### config.mk
export PLATFORM = sky130hd
export DESIGN_NAME = cam_arbiter
export DESIGN_NICKNAME = d
export VERILOG_FILES = /design/src/rtl/cam_arbiter.sv
export SDC_FILE = /design/constraint.sdc
export NUM_CORES = 1
export LEC_CHECK = 0
export BUFFER_PORTS_ARGS = -buffer_cell sky130_fd_sc_hd__buf_4
export CAP_MARGIN = 5
export CORE_MARGIN = 5
export CORE_UTILIZATION = 48
export CTS_BUF_LIST = sky130_fd_sc_hd__clkbuf_16
export CTS_CLUSTER_DIAMETER = 100
export DETAILED_ROUTE_END_ITERATION = 10
export PLACE_DENSITY = 0.8
export SETUP_SLACK_MARGIN = 0.02
export SYNTH_ARGS = -nofsm -noshare
export SYNTH_HDL_FRONTEND = slang
export SYNTH_SLANG_ARGS = --single-unit
### constraint.sdc
create_clock -name clk -period 4.9 [get_ports clk]
set_input_delay 0.735 -clock clk [delete_from_list [all_inputs] [get_ports clk]]
set_output_delay 0.735 -clock clk [all_outputs]
set_load 0.005 [all_outputs]
### src/rtl/cam_arbiter.sv
// cam_arbiter: two-requester front end for a single-port CAM.
//
// Requesters 0 and 1 issue either a write (store data at addr) or a search
// (look up data as a key). One command is serviced at a time:
//   IDLE  -> pick a requester, accept its command
//   ISSUE -> one-cycle CAM strobe with the latched command
//   WAIT  -> CAM_LAT cycles for the CAM result
//   RESP  -> hold the response until the owning requester takes it
//
// Handshake semantics (all four channels): a transfer happens on a rising
// clk edge where valid and ready are both 1. A producer holds valid and its
// payload unchanged until that edge. reqN_ready depends combinationally on
// reqN_valid; rspN_valid never depends on rspN_ready.
//
// Optional feature macro: CAM_ARB_ROUND_ROBIN_EN
//   defined   -> round-robin tie break between the two requesters
//   undefined -> fixed priority, requester 0 wins every tie
module cam_arbiter #(
  parameter int ADDR_W  = 5,
  parameter int DATA_W  = 8,
  parameter int CAM_LAT = 1
) (
  input  logic              clk,
  input  logic              rst_n,
  input  logic              req0_valid,
  output logic              req0_ready,
  input  logic              req0_write,
  input  logic [ADDR_W-1:0] req0_addr,
  input  logic [DATA_W-1:0] req0_data,
  input  logic              req1_valid,
  output logic              req1_ready,
  input  logic              req1_write,
  input  logic [ADDR_W-1:0] req1_addr,
  input  logic [DATA_W-1:0] req1_data,
  output logic              rsp0_valid,
  input  logic              rsp0_ready,
  output logic              rsp0_found,
  output logic [ADDR_W-1:0] rsp0_addr,
  output logic              rsp1_valid,
  input  logic              rsp1_ready,
  output logic              rsp1_found,
  output logic [ADDR_W-1:0] rsp1_addr,
  output logic              cam_req,
  output logic              cam_write,
  output logic [ADDR_W-1:0] cam_addr,
  output logic [DATA_W-1:0] cam_data,
  input  logic              cam_found,
  input  logic [ADDR_W-1:0] cam_match_addr,
  output logic              busy
);

  typedef enum logic [1:0] {
    IDLE  = 2'd0,
    ISSUE = 2'd1,
    WAIT  = 2'd2,
    RESP  = 2'd3
  } state_t;

  // Counter value on the last WAIT cycle; the CAM result is valid then.
  localparam logic [2:0] LAST_CNT = 3'(CAM_LAT - 1);

  state_t              state_q;
  state_t              state_d;

  // Latched command and owner of the command in flight.
  logic                grant_q;
  logic                cmd_write_q;
  logic [ADDR_W-1:0]   cmd_addr_q;
  logic [DATA_W-1:0]   cmd_data_q;

  logic [2:0]          wait_cnt_q;
  logic                wait_done;

  // Response payload captured at the end of WAIT.
  logic                rsp_found_q;
  logic [ADDR_W-1:0]   rsp_addr_q;

  logic                grant_sel;   // requester chosen this cycle (0 or 1)
  logic                accept;      // a command is taken on the next edge
  logic                rsp_take;    // owning requester takes the response

`ifdef CAM_ARB_ROUND_ROBIN_EN
  // Requester that wins the next tie; flips to the other one on each accept.
  logic                prio_q;
`endif

  // Requester selection: only meaningful when at least one valid is high.
  always_comb begin
    grant_sel = 1'b0;
`ifdef CAM_ARB_ROUND_ROBIN_EN
    if (req0_valid && req1_valid) begin
      grant_sel = prio_q;
    end else begin
      grant_sel = req1_valid;
    end
`else
    grant_sel = !req0_valid;
`endif
  end

  // Ready is offered only in IDLE, only to the selected requester, and never
  // while reset is asserted (the state register is already IDLE then).
  always_comb begin
    accept     = (state_q == IDLE) && rst_n && (req0_valid || req1_valid);
    req0_ready = accept && !grant_sel;
    req1_ready = accept &&  grant_sel;
  end

  assign wait_done = (wait_cnt_q == LAST_CNT);
  assign rsp_take  = grant_q ? rsp1_ready : rsp0_ready;

  // Next-state logic for the command sequencer.
  always_comb begin
    state_d = state_q;
    case (state_q)
      IDLE:  if (accept)    state_d = ISSUE;
      ISSUE:                state_d = WAIT;
      WAIT:  if (wait_done) state_d = RESP;
      RESP:  if (rsp_take)  state_d = IDLE;
      default:              state_d = IDLE;
    endcase
  end

  // State register; reset aborts any command in flight.
  always_ff @(posedge clk or negedge rst_n) begin
    if (!rst_n) begin
      state_q <= IDLE;
    end else begin
      state_q <= state_d;
    end
  end

  // Command latch: captured on the accepting edge, held until the next one,
  // which also keeps cam_addr/cam_data steady outside ISSUE.
  always_ff @(posedge clk or negedge rst_n) begin
    if (!rst_n) begin
      grant_q     <= 1'b0;
      cmd_write_q <= 1'b0;
      cmd_addr_q  <= '0;
      cmd_data_q  <= '0;
    end else if (accept) begin
      grant_q <= grant_sel;
      if (grant_sel) begin
        cmd_write_q <= req1_write;
        cmd_addr_q  <= req1_addr;
        cmd_data_q  <= req1_data;
      end else begin
        cmd_write_q <= req0_write;
        cmd_addr_q  <= req0_addr;
        cmd_data_q  <= req0_data;
      end
    end
  end

  // WAIT counter: counts up through WAIT, rests at zero everywhere else.
  always_ff @(posedge clk or negedge rst_n) begin
    if (!rst_n) begin
      wait_cnt_q <= 3'd0;
    end else if ((state_q == WAIT) && !wait_done) begin
      wait_cnt_q <= wait_cnt_q + 3'd1;
    end else begin
      wait_cnt_q <= 3'd0;
    end
  end

  // Response capture on the last WAIT cycle; writes echo their own address.
  always_ff @(posedge clk or negedge rst_n) begin
    if (!rst_n) begin
      rsp_found_q <= 1'b0;
      rsp_addr_q  <= '0;
    end else if ((state_q == WAIT) && wait_done) begin
      if (cmd_write_q) begin
        rsp_found_q <= 1'b0;
        rsp_addr_q  <= cmd_addr_q;
      end else begin
        rsp_found_q <= cam_found;
        rsp_addr_q  <= cam_match_addr;
      end
    end
  end

`ifdef CAM_ARB_ROUND_ROBIN_EN
  // Tie-break pointer: after serving a requester, the other one wins a tie.
  always_ff @(posedge clk or negedge rst_n) begin
    if (!rst_n) begin
      prio_q <= 1'b0;
    end else if (accept) begin
      prio_q <= !grant_sel;
    end
  end
`endif

  // CAM side: strobe and write enable only in ISSUE; address/data follow
  // the latched command.
  always_comb begin
    cam_req   = (state_q == ISSUE);
    cam_write = (state_q == ISSUE) && cmd_write_q;
    cam_addr  = cmd_addr_q;
    cam_data  = cmd_data_q;
    busy      = (state_q != IDLE);
  end

  // Response side: only the owner sees valid; payload is zero when not valid.
  always_comb begin
    rsp0_valid = (state_q == RESP) && !grant_q;
    rsp1_valid = (state_q == RESP) &&  grant_q;
    rsp0_found = rsp0_valid ? rsp_found_q : 1'b0;
    rsp0_addr  = rsp0_valid ? rsp_addr_q  : '0;
    rsp1_found = rsp1_valid ? rsp_found_q : 1'b0;
    rsp1_addr  = rsp1_valid ? rsp_addr_q  : '0;
  end

endmodule

## After elaboration in Yosys (flattened, before gate mapping)

Index checks and enable logic that the tools add are counted.

| storage, ports and cells | value |
|---|---|
| flip-flop bits (word level) | 26 |
| input bits | 40 |
| output and inout port bits | 32 |
| word-level logic and storage cells | 47 |

| operators by class | value |
|---|---|
| add/subtract/negate cells | 1 |
| equal/unequal tests | 6 |
| multiplexer cells | 15 |
| reduce and logical (&&, ||, !) cells | 17 |

Operator list:

| operator | number |
|---|---|
| $mux W5 | 4 |
| $logic_and A1 B1 Y1 | 9 |
| $mux W8 | 1 |
| $pmux W2 S4 | 1 |
| $mux W2 | 3 |
| $ne A2 B2 Y1 const B | 3 |
| $mux W1 | 5 |
| $eq A2 B2 Y1 const B | 2 |
| $add A3 B1 Y3 const B | 1 |
| $logic_not A1 Y1 | 3 |
| $logic_not A3 Y1 | 1 |
| $mux W3 | 1 |
| $reduce_and A3 Y1 | 1 |
| $eq A2 B1 Y1 const B | 1 |
| $logic_not A2 Y1 | 1 |
| $reduce_bool A2 Y1 | 1 |
| $logic_or A1 B1 Y1 | 1 |

## Logic depth before layout (Yosys ltp)

| depth | value |
|---|---|
| word-level depth | 5 |
| gate-level depth with buffers | 6 |
| depth with buffers taken out | 5 |

## Worst setup path before layout

OpenSTA, ideal clock, no wires.

| timing path | value |
|---|---|
| path type | input to output |
| start point | input port req0_valid |
| end point | output port req0_ready |
| data arrival time | 1.396 ns |
| required time | 4.165 ns |
| setup slack | 2.769 ns |
| stages | 4 |
| path buffers | 3 |
| path through | buf_4 > and3_1 > clkbuf_1 > buf_2 |

| on the way | value |
|---|---|
| word-level cells in the longest chain between the ends | 3 |

RTL lines:

| what | RTL line | RTL |
|---|---|---|
| from (decl) | 25 | `input logic req0_valid,` |
| $logic_or A1 B1 Y1 | 104 | `accept = (state_q == IDLE) && rst_n && (req0_valid \|\| req1_valid);` |
| $logic_and A1 B1 Y1 | 104 |  |
| $logic_and A1 B1 Y1 * | 105 | `req0_ready = accept && !grant_sel;` |
| to (decl) | 26 | `output logic req0_ready,` |

Every way passes the cells marked *; elsewhere a longest branch is shown, timed or not.

## Worst setup path after layout

| timing path | value |
|---|---|
| start point | input port req0_valid |
| end point | output port req1_ready |

| on the way | value |
|---|---|
| word-level cells in the longest chain between the ends | 3 |
| elaborated cells on any way between the ends | 4 |
| classes of those cells | reduce/logical (4) |

RTL lines:

| what | RTL line | RTL |
|---|---|---|
| $logic_or A1 B1 Y1 | 104 |  |
| $logic_and A1 B1 Y1 | 104 |  |
| $logic_and A1 B1 Y1 * | 106 | `req1_ready = accept && grant_sel;` |
| to (decl) | 31 | `output logic req1_ready,` |

Marks and branches as above.

==> results.py <==
metrics = {
    "setup_path": {
        "timing.critical_path.slowest_cell_delay_ps": 660,
        "crit_type": "input pin to output pin",
        "worst_setup_path_end_kind": "output pin",
        "critical_path.most_common_cell": "buf_4",
        "crit_path_cell_trace": "buf_4 > o211ai_4 > nor2_1 > buf_4",
        "worst_path_max_delay_cell": "o211ai_4",
        "arrival_ps": 1900,
        "startpoint_type": "input pin",
        "worstPathBufferInverterCount": 2,
        "worstPathRequired_ps": 4160,
        "crit_path_max_fanout": 32,
        "cell_family_contributing_the_most_delay_on_the_critical_path": "compound AO/OA/AOI/OAI gates",
    },
    "sta": {
        "rsz0062_at_grt": "false",
        "tightestPinTransition_ps": 782.7,
        "relSlewSlack": 0.4757,
        "setup_viol": 0,
        "timing.clock.skew_ps": 3.362,
        "setup-tns-final_ps": 0,
        "report.final.hold_viol_count": 0,
        "timing.fmax_mhz": 380.2,
        "min_period_over_period": 0.5368,
        "final-max-slew-violation-count": 0,
        "final.min_clock_period_ps": 2630,
    },
    "power": {
        "max-vdd-ir-drop_mv": 0.3162,
        "power.net_switching_w": 0.0003473,
        "p_int_w": 0.0007310,
        "switching_share": 0.3221,
        "power.share.combinational": 0.417,
        "power.share.clock": 0.218,
        "cellPowerDensity_nw_per_um2": 536.3,
        "power.leakage_nw": 1.027,
        "seq_power_share": 0.365,
    },
    "grt": {
        "vias_in_the_first_global_route": 1291,
        "grt_start_max_net_pins": 33,
        "grt_usage": 0.1849,
        "antenna_found_initial": 0,
        "grt_pass1_wl_microns": 6072,
        "grt_overflow": 0,
    },
    "synth": {
        "largest_family_of_logic_cells_by_synthesized_area": "simple AND/OR/NAND/NOR gates",
        "syn-mean-instance-area_sq_um": 11.04,
        "synth.mux.area_fraction": 0.05168,
        "synthDominantAreaCellType": "dfrtp_1",
        "synth_xor_area_frac": 0.006346,
        "register_area_share_after_synthesis": 0.4714,
        "synth-compound-area-share": 0.1650,
        "synth_fa_ha_area_frac": 0.06346,
        "synth_cells": 125,
        "yosysWarningCount": 0,
        "yosys-top-cells-area": "dfrtp_1 (47%), a221o_1 (10%), nor3b_1 (7.6%)",
        "synthDominantCellAreaShare": 0.4714,
        "synth.distinct_cells": 24,
        "synth.ff_latch_count": 26,
        "synthSimpleGateAreaFrac": 0.1949,
        "postSynthNetCount": 172,
        "netlist_area_sq_um": 1380,
    },
    "placement": {
        "dp_hpwl_microns": 2732,
        "io_buffer_count": 71,
        "globalplace.congestion": 0.8357,
    },
    "floorplanning": {
        "std_cell_rows": 19,
        "core_footprint_sq_um": 2758,
        "floorplan.initialDensity": 0.5005,
        "die_width_microns": 63.62,
        "die_height_microns": 63.62,
        "die-area_sq_um": 4048,
        "boundary_pin_count": 72,
    },
    "clock_network": {
        "clock_pin_slew_reported_for_the_worst_setup_and_hold_paths_after_clock_tree_synthesis_ps": 70,
        "cts.hold.buffers_added": 0,
        "cts_setup_buffers": 0,
        "tritoncts_clock_tree": "built",
        "clock_insertion_delay_worst_skew_ps": 260,
        "tritoncts.num_buffers": 3,
        "max_buffers_root_to_sink": 2,
        "cts_htree_levels": 1,
        "post_cts_resized": 0,
        "cts_num_sinks": 26,
        "clock_tree.root_cell": "clkbuf_16",
    },
    "route": {
        "num_vias": 1240,
        "detail_route.drc_violations": 0,
        "drt_pass1_iterations": 4,
        "routed_wl_microns": 3622,
        "violation_count_after_the_first_detailed_route_iteration": 66,
        "antenna_left": 0,
        "routed_wire_length_per_instance_microns": 16.39,
        "drt-vias-per-instance": 5.611,
    },
    "final_layout": {
        "final_core_utilization": 0.7291,
        "antennaDiodeCount": 0,
        "multiInputGateArea_sq_um": 664.4,
        "finish.net_count": 238,
        "layout.area.seq_sq_um": 650.6,
        "drive_gt1_frac": 0.4000,
        "layout.filler_cells": 203,
        "layout-area-overhead-vs-synth_pct": 45.69,
        "layout_common_cells": "buf_4 (71), dfrtp_1 (26), nor3b_1 (14), a221o_1 (14)",
        "layout_commonest_cell": "buf_4",
    },
    "job": {
        "max_cap_violations": 0,
    },
    "outcome": {
        "status": "finished, final reports clean",
    },
    "min_path": {
        "hold_path.class": "input pin to async pin",
    },
}
==> worst paths after layout <==
kind                                from            end  slack, ps  cells past startpoint
min reg2reg                wait_cnt_q[0]  wait_cnt_q[0]        480                      1
max                           req0_valid     req1_ready       2270                      4
min                                rst_n    cam_data[4]        380                      1
max in group asynchronous          rst_n    rsp_found_q       4250                      1
min in group clk           wait_cnt_q[0]  wait_cnt_q[0]        480                      1
max reg2reg                   state_q[1]     state_q[1]       2660                      5
==> flip-flops by register name, summed over array words and instances (netlist names) <==
signal and cells:
rsp_found_q 1, cmd_write_q 1, cam_data 8, cam_addr 5, grant_q 1, wait_cnt_q 3
state_q 2, rsp_addr_q 5
==> cell usage after synthesis <==
master	number
a21o_1	1
a221o_1	14
a222oi_1	1
a22o_1	1
and2_1	8
and3_1	8
buf_2	4
buf_4	1
clkbuf_1	5
dfrtp_1	26
ha_1	7
inv_1	5
mux2_1	1
mux2i_1	6
nand2_1	7
nand2b_1	2
nand3b_1	1
nor2_1	3
nor2b_1	1
nor3b_1	14
o211ai_4	1
o21ai_0	6
o32a_1	1
xnor2_1	1
==> cell families (layout without fill, tap and decap cells) <==
group	Yosys count	after routing
simple gates	44	44
flops	26	26
compound gates	25	25
buf+inv	15	80
fa+ha+maj	7	7
mux	7	7
xor+xnor	1	1
==> power groups by stage <==
stage                     logic, W  registers [W]  clock network (W)
after floorplan           0.000260       0.000362                  0
after detailed placement  0.000451       0.000392                  0
after global placement    0.000431       0.000390                  0
after global routing      0.000497       0.000411           0.000248
after CTS                 0.000457       0.000393           0.000237
final                     0.000450       0.000394           0.000235
==> stage by stage <==
stage / cell area [sq um] / worst slack (ps) / hold slack [ps] / std cells / power [W]
after global routing: 2011 / 2172 / 422.4 / 221 / 0.001156
final: 2011 / 2270 / 384.4 / 221 / 0.001078
after global placement: 1906 / 2339 / 438.9 / 217 / 0.0008207
after detailed placement: 1906 / 2293 / 477.8 / 217 / 0.0008435
after CTS: 2011 / 2289 / 398.2 / 221 / 0.001087
after floorplan: 1380 / 2769 / 429.0 / 125 / 0.0006223
==> layer usage <==
metal | up-vias | part of all wire | wire (microns) | GRT usage
li1 | 585 | - | - | -
met1 | 593 | 0.41 | 1485 | 0.2256
met2 | 60 | 0.49 | 1757 | 0.3122
met3 | 2 | 0.10 | 364 | 0.06039
met4 | 0 | 0.0041 | 15 | 0.04675
met5 | - | 0 | 0 | 0
==> cell type report <==
type,instances,share of cell area
inverter,5,0.009334
clock inverter,1,0.01493
timing repair buffer,71,0.2651
multi-input combinational,84,0.3304
tap,31,0.01929
sequential,26,0.3236
clock buffer,3,0.03734
Note: power is estimated with default switching activity, not from simulation.
